### src/rtl/axis_uart_tx_arbiter_if.sv
// Bundle of the per-source AXI-Stream request lanes and the single stream
// towards the UART TX slave. The "slave" modport is the arbiter's view (it
// consumes the source lanes and drives the UART stream); the "master" modport
// is the view of whoever drives the sources and sinks the UART stream.
interface axis_uart_tx_arbiter_if #(
    parameter int NUM_SRC   = 4,
    parameter int DATA_BITS = 8
);
    logic [NUM_SRC*DATA_BITS-1:0] s_axis_data;
    logic [NUM_SRC-1:0]           s_axis_valid;
    logic [NUM_SRC-1:0]           s_axis_last;
    logic [NUM_SRC-1:0]           s_axis_ready;
    logic [DATA_BITS-1:0]         m_axis_data;
    logic                         m_axis_valid;
    logic                         m_axis_last;
    logic                         m_axis_ready;

    modport master (
        output s_axis_data,
        output s_axis_valid,
        output s_axis_last,
        output m_axis_ready,
        input  s_axis_ready,
        input  m_axis_data,
        input  m_axis_valid,
        input  m_axis_last
    );

    modport slave (
        input  s_axis_data,
        input  s_axis_valid,
        input  s_axis_last,
        input  m_axis_ready,
        output s_axis_ready,
        output m_axis_data,
        output m_axis_valid,
        output m_axis_last
    );
endinterface

### src/rtl/axis_uart_tx_arbiter.sv
// Packet-level round-robin arbiter in front of the UART TX stream.
// A source keeps the grant from its first beat until the beat carrying last,
// so packets never interleave on the UART. A watchdog releases a granted
// source that stops presenting data mid-packet for MAX_GAP cycles, so one dead
// requester cannot lock the UART for everybody else.
module axis_uart_tx_arbiter #(
    parameter int NUM_SRC   = 4,
    parameter int DATA_BITS = 8,
    parameter int MAX_GAP   = 64
) (
    input  logic                       clk,
    input  logic                       rst,
    axis_uart_tx_arbiter_if.slave      axis,
    output logic [$clog2(NUM_SRC)-1:0] grant_id_o,
    output logic                       busy_o,
    output logic                       timeout_err_o
);

    localparam int IDX_W = $clog2(NUM_SRC);
    localparam int GAP_W = (MAX_GAP > 1) ? $clog2(MAX_GAP) : 1;
    localparam logic [GAP_W-1:0] GAP_LAST = GAP_W'(MAX_GAP - 1);
    localparam logic [IDX_W-1:0] IDX_LAST = IDX_W'(NUM_SRC - 1);

    typedef enum logic {
        IDLE,
        XFER
    } state_t;

    state_t               state_q;
    logic [IDX_W-1:0]     rrPtr_q;
    logic [IDX_W-1:0]     grantId_q;
    logic [GAP_W-1:0]     gapCnt_q;
    logic                 timeoutErr_q;

    logic                 grantValid;
    logic                 grantLast;
    logic [DATA_BITS-1:0] grantData;

    logic                 pickValid_d;
    logic [IDX_W-1:0]     pickIdx_d;
    logic [IDX_W:0]       cand;
    logic [IDX_W-1:0]     nextPtr_d;

    logic [NUM_SRC-1:0]   sReady;
    logic [DATA_BITS-1:0] mData;
    logic                 mValid;
    logic                 mLast;

    // Lane of the currently granted source, used by both the output mux and the FSM
    always_comb begin
        grantValid = axis.s_axis_valid[grantId_q];
        grantLast  = axis.s_axis_last[grantId_q];
        grantData  = axis.s_axis_data[grantId_q*DATA_BITS +: DATA_BITS];
    end

    // Round-robin search: first requesting source at or after rrPtr_q, wrapping
    // modulo NUM_SRC; scanning from the far end lets the nearest hit win
    always_comb begin
        pickValid_d = 1'b0;
        pickIdx_d   = '0;
        cand        = '0;
        for (int off = NUM_SRC - 1; off >= 0; off--) begin
            cand = {1'b0, rrPtr_q} + (IDX_W+1)'(off);
            if (cand >= (IDX_W+1)'(NUM_SRC)) begin
                cand = cand - (IDX_W+1)'(NUM_SRC);
            end
            if (axis.s_axis_valid[cand[IDX_W-1:0]]) begin
                pickValid_d = 1'b1;
                pickIdx_d   = cand[IDX_W-1:0];
            end
        end
    end

    // Pointer to the source after the granted one, where the next search starts
    always_comb begin
        nextPtr_d = (grantId_q == IDX_LAST) ? '0 : grantId_q + 1'b1;
    end

    // Pass-through mux while transferring; everything is quiet while idle
    always_comb begin
        sReady = '0;
        mData  = '0;
        mValid = 1'b0;
        mLast  = 1'b0;
        if (state_q == XFER) begin
            sReady[grantId_q] = axis.m_axis_ready;
            mData             = grantData;
            mValid            = grantValid;
            mLast             = grantLast;
        end
    end

    assign axis.s_axis_ready = sReady;
    assign axis.m_axis_data  = mData;
    assign axis.m_axis_valid = mValid;
    assign axis.m_axis_last  = mLast;

    // Grant FSM: takes a packet from the chosen source, releases on the last
    // beat or when the watchdog sees MAX_GAP consecutive empty cycles
    always_ff @(posedge clk) begin
        if (rst) begin
            state_q      <= IDLE;
            rrPtr_q      <= '0;
            grantId_q    <= '0;
            gapCnt_q     <= '0;
            timeoutErr_q <= 1'b0;
        end else begin
            timeoutErr_q <= 1'b0;
            case (state_q)
                IDLE: begin
                    if (pickValid_d) begin
                        grantId_q <= pickIdx_d;
                        gapCnt_q  <= '0;
                        state_q   <= XFER;
                    end
                end
                XFER: begin
                    if (grantValid) begin
                        gapCnt_q <= '0;
                        if (axis.m_axis_ready && grantLast) begin
                            state_q <= IDLE;
                            rrPtr_q <= nextPtr_d;
                        end
                    end else if (gapCnt_q == GAP_LAST) begin
                        timeoutErr_q <= 1'b1;
                        state_q      <= IDLE;
                        rrPtr_q      <= nextPtr_d;
                        gapCnt_q     <= '0;
                    end else begin
                        gapCnt_q <= gapCnt_q + 1'b1;
                    end
                end
                default: begin
                    state_q <= IDLE;
                end
            endcase
        end
    end

    assign grant_id_o    = grantId_q;
    assign busy_o        = (state_q == XFER);
    assign timeout_err_o = timeoutErr_q;

endmodule
### src/flat_wrapper.sv
// flat-port wrapper written by rule: the top's interface ports become plain ports
module axis_uart_tx_arbiter_flat 
#(
    parameter int NUM_SRC   = 4,
    parameter int DATA_BITS = 8,
    parameter int MAX_GAP   = 64
)
  (clk, rst, grant_id_o, busy_o, timeout_err_o, axis_s_axis_data, axis_s_axis_valid, axis_s_axis_last, axis_m_axis_ready, axis_s_axis_ready, axis_m_axis_data, axis_m_axis_valid, axis_m_axis_last);
  axis_uart_tx_arbiter_if #(.NUM_SRC(NUM_SRC), .DATA_BITS(DATA_BITS)) axis_i ();
  input  logic clk;
  input  logic rst;
  output logic [$clog2(NUM_SRC)-1:0] grant_id_o;
  output logic busy_o;
  output logic timeout_err_o;
  input wire logic [$bits(axis_i.s_axis_data)-1:0] axis_s_axis_data;
  input wire logic [$bits(axis_i.s_axis_valid)-1:0] axis_s_axis_valid;
  input wire logic [$bits(axis_i.s_axis_last)-1:0] axis_s_axis_last;
  input wire logic [$bits(axis_i.m_axis_ready)-1:0] axis_m_axis_ready;
  output wire logic [$bits(axis_i.s_axis_ready)-1:0] axis_s_axis_ready;
  output wire logic [$bits(axis_i.m_axis_data)-1:0] axis_m_axis_data;
  output wire logic [$bits(axis_i.m_axis_valid)-1:0] axis_m_axis_valid;
  output wire logic [$bits(axis_i.m_axis_last)-1:0] axis_m_axis_last;
  assign axis_i.s_axis_data = axis_s_axis_data;
  assign axis_i.s_axis_valid = axis_s_axis_valid;
  assign axis_i.s_axis_last = axis_s_axis_last;
  assign axis_i.m_axis_ready = axis_m_axis_ready;
  assign axis_s_axis_ready = axis_i.s_axis_ready;
  assign axis_m_axis_data = axis_i.m_axis_data;
  assign axis_m_axis_valid = axis_i.m_axis_valid;
  assign axis_m_axis_last = axis_i.m_axis_last;
  axis_uart_tx_arbiter #(.NUM_SRC(NUM_SRC), .DATA_BITS(DATA_BITS), .MAX_GAP(MAX_GAP)) u_core (.clk(clk), .rst(rst), .axis(axis_i), .grant_id_o(grant_id_o), .busy_o(busy_o), .timeout_err_o(timeout_err_o));
endmodule
### config.mk
export PLATFORM = sky130hd
export DESIGN_NAME = axis_uart_tx_arbiter_flat
export DESIGN_NICKNAME = d
export VERILOG_FILES = /design/src/rtl/axis_uart_tx_arbiter_if.sv /design/src/rtl/axis_uart_tx_arbiter.sv /design/src/flat_wrapper.sv
export SDC_FILE = /design/constraint.sdc
export NUM_CORES = 1
export LEC_CHECK = 0
export CAP_MARGIN = 20
export CELL_PAD_IN_SITES_DETAIL_PLACEMENT = 1
export CELL_PAD_IN_SITES_GLOBAL_PLACEMENT = 1
export CORE_MARGIN = 5
export CORE_UTILIZATION = 26
export CTS_CLUSTER_SIZE = 40
export DETAILED_ROUTE_END_ITERATION = 12
export PLACE_DENSITY = 0.76
export RECOVER_POWER = 25
export SLEW_MARGIN = 20
export SYNTH_ARGS = -nofsm -noshare
export SYNTH_HDL_FRONTEND = slang
export SYNTH_SLANG_ARGS = --single-unit
### constraint.sdc
create_clock -name clk -period 2.4 [get_ports clk]
set_input_delay 0.24 -clock clk [delete_from_list [all_inputs] [get_ports clk]]
set_output_delay 0.24 -clock clk [all_outputs]
set_load 0.02 [all_outputs]
* After elaboration in Yosys (flattened, before gate mapping) *
Index checks and enable logic that the tools add are counted.

storage, ports and cells
  output and inout port bits = 18
  latch bits = 0
  word-level logic and storage cells = 81
  input bits = 43
  memory bits (writable) = 0
  memories = 0
  register bits = 12
  ROM bits = 0

operators by class
  add/sub/neg operators = 9
  equal/unequal tests = 4
  shift operators = 1
  bitwise gates (word level) = 2
  divide/modulo/power cells = 0
  $mul = 0
  multiplexer cells = 44
  reduce and logical (&&, ||, !) cells = 6
  order comparisons = 10

operators with widths
  cell                 count
  $shiftx 32x6->8      1
  $mux 2               12
  $mux 1               18
  $mux 6               3
  $lt 2x3->1 const B   5
  $bmux 1 s2           6
  $pmux 6 s2           1
  $ge 3x3->1 const B   3
  $mux 8               1
  $sub 2x1->2 const B  4
  $add 2x2->3 const B  2
  $add 6x1->6 const B  1
  $eq 6x6->1 const B   1
  $and 4x4->4          1
  $mux 4               1
  $add 2x1->3 const B  1
  $ge 2x3->1 const B   1
  $reduce_and 3->1     1
  $reduce_or 3->1      1
  $add 2x1->2 const B  1
  $demux 1 s2          1
  $eq 2x2->1 const B   1
  $ge 2x1->1 const B   1
  $logic_and 1x1->1    2
  6 further kinds      6

* Longest topological paths before layout *
Gate-level depths: netlist of run 1.

  depth after elaboration = 11
  gate-level depth with buffers = 6
  gate-level depth less buffers = 5

* Worst setup path before layout of run 1 *
Ideal clock, no wire load.

  kind = reg-to-output
  from = register u_core.grantId_q[0], in the netlist u_core.grant_id_o[0]
  to = output axis_m_axis_data[0]
  setup slack = 0.524 ns
  cell stages (with the launch flop) = 5
  buffers on the path = 2
  arrival = 1.636 ns
  cell sequence = dfxtp_1 -> buf_6 -> buf_2 -> mux4_2 -> and2_1

on the way
  word-level cells in the longest chain between the ends = 2

RTL lines
  element                 RTL line                     text
  start, declared         axis_uart_tx_arbiter.sv:31   logic [IDX_W-1:0] grantId_q;
  start signal, assigned  axis_uart_tx_arbiter.sv:112  grantId_q <= pickIdx_d;
  $shiftx 32x6->8         axis_uart_tx_arbiter.sv:53   grantData = axis.s_axis_data[grantId_q*DATA_BITS +: DATA_BITS];
  $mux 8                  axis_uart_tx_arbiter.sv:85   if (state_q == XFER) begin
  end, declared           flat_wrapper.sv:20           output wire logic [$bits(axis_i.m_axis_data)-1:0] axis_m_axis_data;

Every way passes these cells.

* Worst setup path in the final report of run 1 *
  from = register u_core.grantId_q[0], in the netlist u_core.grant_id_o[0]
  to = output axis_m_axis_data[7]

Same word-level chain as after synthesis.

==> out/results.tsv, run 1 <==
stage	metric	value	unit
grt	number of global-route vias before repair	1258	
layout	most frequent cells in the layout	57 x clkdlybuf4s50_1, 11 x dfxtp_1, 9 x and2_1	
timing	Worst Tran Pin Value	777	ps
hold_path	Tightest Hold Check Type	reg2reg	
grt	largest net degree at the start of global routing	28	
floorplanning	Vert. Die Dim	73.4	um
layout	nets	225	
floorplanning	num ports	61	
floorplanning	Die Wd	73.4	um
floorplanning	Core Area	0.00394	mm2
timing	Max Clk Rate	0.439	GHz
run	max cap viols	0	
timing	Final Slew Violations	0	
layout	ant diodes	0	
critical_path	crit path cell chain	buf_4 -> mux4_1 -> and2_1 -> clkdlybuf4s50_1	
synth	Post-Syn Nets	161	
grt	GRT Util Overall	14.1	%
critical_path	slowest CP cell	mux4_1	
placed_design	gpl congestion	0.808	
synth	Syn Inst Count	113	
synth	Post-synth ARST share	0	%
synth	Main synth FF type	dfxtp_1	
critical_path	startpoint types	register	
critical_path	buffer and inverter count on the worst path	2	
pwr	Max VDD drop	0.000186	V
grt	first-pass GRT wire length	6.00	mm
synth	multiplexer area fraction after synthesis	21.7	%
layout	commonest non-fill, non-tap cell in the layout	clkdlybuf4s50_1	
floorplanning	Die Area	0.00539	mm2
critical_path	Worst Path Required	2160	ps
route	drt pass-1 iters	4	
layout	area grow syn2layout	69.1	%
route	routed vias/inst	5.10	
synth	Synth Area in Simple Gates	26.1	%
timing	RSZ-0062 raised after global routing	false	
synth	FF+latch count, synth	12	
cts	TritonCTS Buffers	3	
synth	Synth cell types	38	
critical_path	Worst path max stage delay	560	ps
synth	Synth Area in Adders	5.99	%
layout	Finished Cell Area	0.00177	mm2
critical_path	nature of the critical path endpoint	output port	
cts	Clock Pin Slew Worst Setup and Hold Paths	60	ps
placed_design	DP Area	0.00171	mm2
pwr	Leak	0.674	nW
cts	CTS root buf	clkbuf_8	
cts	CTS tree	done	
floorplanning	initial core utilization	26.5	%
floorplanning	site row count	23	
synth	largest family of logic cells by synthesized area	simple AND/OR/NAND/NOR gates	
route	DR DRC count	0	
cts	CTS H-tree lvls	1	
critical_path	Crit path max-delay family	buffers and inverters	
grt	global route overflow	0	
synth	Syn. warnings	0	
synth	Synth Area in Compound Gates	17.6	%
synth	post-synthesis sequential area ratio	23.0	%
synth	XOR/XNOR Fraction of Synth Area	0.838	%
synth	EDFF count, synth	0	
critical_path	worst endpoint data arrival time	2040	ps
route	Initial DRC Count	47	
cts	Gates resized, CTS repair	0	
timing	max_slew headroom	48.2	%
timing	crit share post-route	94.9	%
pwr	Cell Pwr Density	431	mW/mm2
route	ANT nets after route	0	
critical_path	crit-path max FO	9	
route	Via Count	1153	
cts	CTS max path bufs	2	
synth	mapped cell area	0.00104	mm2
timing	Clock Skew	1.84	ps
cts	postcts setup bufs	0	
route	DRT Wirelength	3.77	mm
critical_path	CP Class	reg2out	
cts	CTS Hold Bufs	0	
cts	Skew-Pair Late Insertion Delay	240	ps
layout	share of cells above drive strength 1	11.9	%
timing	total negative slack	0	ps
timing	final setup vio count	0	
timing	final worst path period need	2280	ps
status	outcome	complete, no violations	
timing	Hold Fails Final Rpt	0	
cts	clock sinks	12	
synth	Mean Syn Cell Area	9.25	um2
route	WL per Instance	16.7	um
grt	initial antenna violation count	0	
placed_design	Port Buf Inserts	60	
placed_design	DP HPWL	3.04	mm
[routing by layer]
layer  track usage [%]  wire (um)  vias up
met3              2.74        320        4
met4              4.23         47        0
li1                  -          -      554
met5                 0          0        -
met2              26.1       1780       59
met1              16.3       1630      536
[worst register-to-register path: cells and delay by family (launching register included)]
family / cells / cell delay [ps]
muxes: 1 / 530
and+or+nand+nor: 2 / 470
AOI/OAI and AO/OA: 1 / 180
DFF: 1 / 320
buffers and inverters: 2 / 380
[cell families after synthesis]
family / Yosys count
AND/OR/NAND/NOR: 48
AO/OA/AOI/OAI: 25
flip-flops: 12
buffers and inverters: 11
multiplexers: 11
adder cells (fa/ha/maj): 5
XOR/XNOR: 1
[through the flow]
| stage | std cells | util (%) | power, mW | hold slack (ps) | setup WS [ps] |
|---|---|---|---|---|---|
| 5_1_grt | 226 | 44.8 | 0.805 | 510 | 33.1 |
| 6_report | 226 | 44.8 | 0.761 | 502 | 124 |
| 4_1_cts | 226 | 44.9 | 0.773 | 501 | 38.1 |
| 3_3_place_gp | 222 | 43.5 | 0.538 | 482 | 243 |
| 3_5_place_dp | 222 | 43.5 | 0.548 | 486 | 201 |
| 2_1_floorplan | 113 | - | 0.389 | 452 | 524 |
[cell usage after synthesis (all sizes together), types with 2 or more instances]
cell type	instances	share of area [%]
inv	5	1.8
nand3b	2	1.4
ha	5	6.0
nor2	6	2.2
mux2i	2	1.9
a31oi	2	1.2
clkbuf	3	1.1
and2	9	5.4
nor3	3	1.4
nand3	6	2.9
a21oi	5	2.4
o221ai	2	1.7
a41oi	2	2.4
nand2b	2	1.2
nor2b	3	1.8
mux4	9	20
nand2	4	1.4
buf	3	1.9
o21ai	7	3.4
a211o	2	1.7
and3	7	4.2
dfxtp	12	23
[state kept, by name, summed over array words and instances, names as in the netlist]
register / flops
u_core.busy_o: 1
u_core.rrPtr_q: 2
u_core.timeout_err_o: 1
u_core.gapCnt_q: 6
u_core.grant_id_o: 2
[layout make-up]
cell class	count	area, um2
fill	480	2180
multi-input combinational	90	754
timing repair buffer	65	634
sequential	12	241
tap	50	62.6
clock buffer	4	55.1
inverter	5	18.8
[power by group]
group / internal, mW / switching (mW)
Clock: 0.145 / 0.0762
Combinational: 0.183 / 0.119
Sequential: 0.210 / 0.0274
Total: 0.538 / 0.223
[path summary, 6_finish.rpt]
path / startpoint / endpoint / slack (ps) / cells after the start
setup / recovery: u_core.grant_id_o[0] / axis_m_axis_data[7] / 120 / 4
setup reg to reg: u_core.grant_id_o[0] / u_core.gapCnt_q[3] / 450 / 6
hold reg to reg: u_core.gapCnt_q[5] / u_core.gapCnt_q[5] / 500 / 1
hold / removal: u_core.gapCnt_q[5] / u_core.gapCnt_q[5] / 500 / 1
Power figures use the tool's default switching activity.
==> run 2: changes to the inputs <==
Settings changed: CORE_UTILIZATION 26 to 27, CTS_BUF_LIST set to sky130_fd_sc_hd__clkbuf_4 sky130_fd_sc_hd__clkbuf_8, PLACE_DENSITY 0.76 to 0.78.
==> run 2 against run 1 <==
Register-to-register slack improved by 70 ps; critical path depth did not move; combinational power about the same; clock skew is 0.64 ps lower; largest cell class unchanged; highest routed layer unchanged.
==> out/results.tsv, run 2 (same netlist as run 1, synthesis figures left out) <==
stage	metric	value	unit
status	outcome	complete, no violations	
cts	postcts setup bufs	0	
route	drt pass-1 iters	4	
timing	max_slew headroom	66.5	%
timing	final worst path period need	2330	ps
hold_path	Tightest Hold Check Type	reg2reg	
critical_path	startpoint types	input pin	
grt	number of global-route vias before repair	1241	
grt	initial antenna violation count	0	
layout	max reg flops	6	
pwr	Int Power	0.540	mW
cts	CTS tree	done	
route	Initial DRC Count	48	
critical_path	worst endpoint data arrival time	2090	ps
critical_path	crit-path max FO	6	
floorplanning	initial core utilization	28.1	%
critical_path	crit path cell chain	dlygate4sd3_1 -> mux4_2 -> and2_1 -> clkdlybuf4s50_1	
timing	Max Clk Rate	0.430	GHz
placed_design	Cells after DPL	219	
placed_design	Port Buf Inserts	60	
timing	RSZ-0062 raised after global routing	false	
pwr	NetSw	0.225	mW
critical_path	Worst Path Required	2160	ps
cts	Clock Pin Slew Worst Setup and Hold Paths	50	ps
timing	total negative slack	0	ps
layout	area grow syn2layout	69.7	%
floorplanning	Die Wd	72.2	um
placed_design	DP HPWL	3.19	mm
floorplanning	Vert. Die Dim	72.2	um
timing	final setup vio count	0	
grt	largest net degree at the start of global routing	28	
timing	final worst slack	73.0	ps
layout	Non-Filler Instances	223	
grt	first-pass GRT wire length	6.14	mm
pwr	combinational share of power	39.7	%
cts	clock sinks	12	
floorplanning	site row count	22	
cts	Skew-Pair Late Insertion Delay	240	ps
layout	Reg with most FFs	u_core.gapCnt_q	
critical_path	Worst path max stage delay	610	ps
cts	TritonCTS Buffers	3	
pwr	Reg power frac	31.5	%
grt	GRT Util Overall	15.0	%
critical_path	CP Class	in2out	
timing	crit share post-route	97.0	%
floorplanning	Die Area	0.00521	mm2
timing	Clock Skew	1.21	ps
placed_design	gpl congestion	0.859	
layout	commonest non-fill, non-tap cell in the layout	clkdlybuf4s50_1	
critical_path	slowest CP cell	dlygate4sd3_1	
pwr	Leak	0.687	nW
pwr	Power, Total	0.765	mW
cts	Gates resized, CTS repair	1	
cts	CTS Hold Bufs	0	
timing	Final Slew Violations	0	
layout	Finished Cell Area	0.00177	mm2
layout	ant diodes	0	
critical_path	nature of the critical path endpoint	output port	
cts	CTS root buf	clkbuf_8	
layout	final core occ	47.7	%
route	routed vias/inst	5.24	
placed_design	pre-CTS WS	181	ps
layout	most frequent cells in the layout	55 x clkdlybuf4s50_1, 10 x dfxtp_1, 9 x and2_1	
timing	WHS	507	ps
route	WL per Instance	17.8	um
pwr	Cell Pwr Density	431	mW/mm2
route	ANT nets after route	0	
pwr	Max VDD drop	0.000200	V
route	Via Count	1169	
cts	CTS H-tree lvls	1	
run	max cap viols	0	
layout	share of cells above drive strength 1	12.0	%
pwr	Clk pwr share	28.8	%
layout	nets	224	
placed_design	DP Area	0.00172	mm2
pwr	switching part of the total	29.5	%
route	DR DRC count	0	
grt	global route overflow	0	
timing	Worst Tran Pin Value	498	ps
cts	CTS max path bufs	2	
route	DRT Wirelength	3.97	mm
floorplanning	Core Area	0.00372	mm2
floorplanning	num ports	61	
timing	Hold Fails Final Rpt	0	
-- run 2: changes by cell type in the layout (fill, tap and decap cells not counted), sizes merged --
cell / before / now
dlymetal6s2s: 0 / 1
clkdlybuf4s50: 57 / 55
dlygate4sd3: 3 / 4
buf: 4 / 3
-- run 2: final timing paths --
kind	cells past startpoint	start	slack (ps)	to
setup / recovery	4	axis_s_axis_valid[3]	70	axis_m_axis_valid
hold / removal	1	u_core.gapCnt_q[5]	510	u_core.gapCnt_q[5]
setup reg to reg	5	u_core.grant_id_o[1]	520	u_core.gapCnt_q[2]
hold reg to reg	1	u_core.gapCnt_q[5]	510	u_core.gapCnt_q[5]
-- run 2: routing by layer --
| metal | track usage, % | share of wire (%) |
|---|---|---|
| met5 | 0 | 0 |
| met4 | 3.76 | 0.73 |
| met3 | 3.05 | 8.5 |
| met2 | 28.2 | 49 |
| met1 | 17.0 | 42 |
-- run 2: worst max-delay path: cells and delay by family --
family / cells / cell delay (ps)
muxes: 1 / 510
buffers and inverters: 2 / 1160
and+or+nand+nor: 1 / 180
-- run 2: layout make-up --
type | count | area [um2]
Timing Repair Buffer | 64 | 642
Sequential cell | 12 | 243
Multi-Input combinational cell | 90 | 754
Clock buffer | 4 | 55.1
Tap cell | 48 | 60.1
Fill cell | 424 | 1940
Inverter | 5 | 18.8
-- run 2: power groups by stage --
stage	Sequential [mW]	Combinational (mW)	Clock [mW]
2_1_floorplan	0.232	0.157	0
3_3_place_gp	0.243	0.300	0
3_5_place_dp	0.245	0.309	0
4_1_cts	0.241	0.311	0.225
5_1_grt	0.245	0.325	0.236
6_report	0.241	0.304	0.220
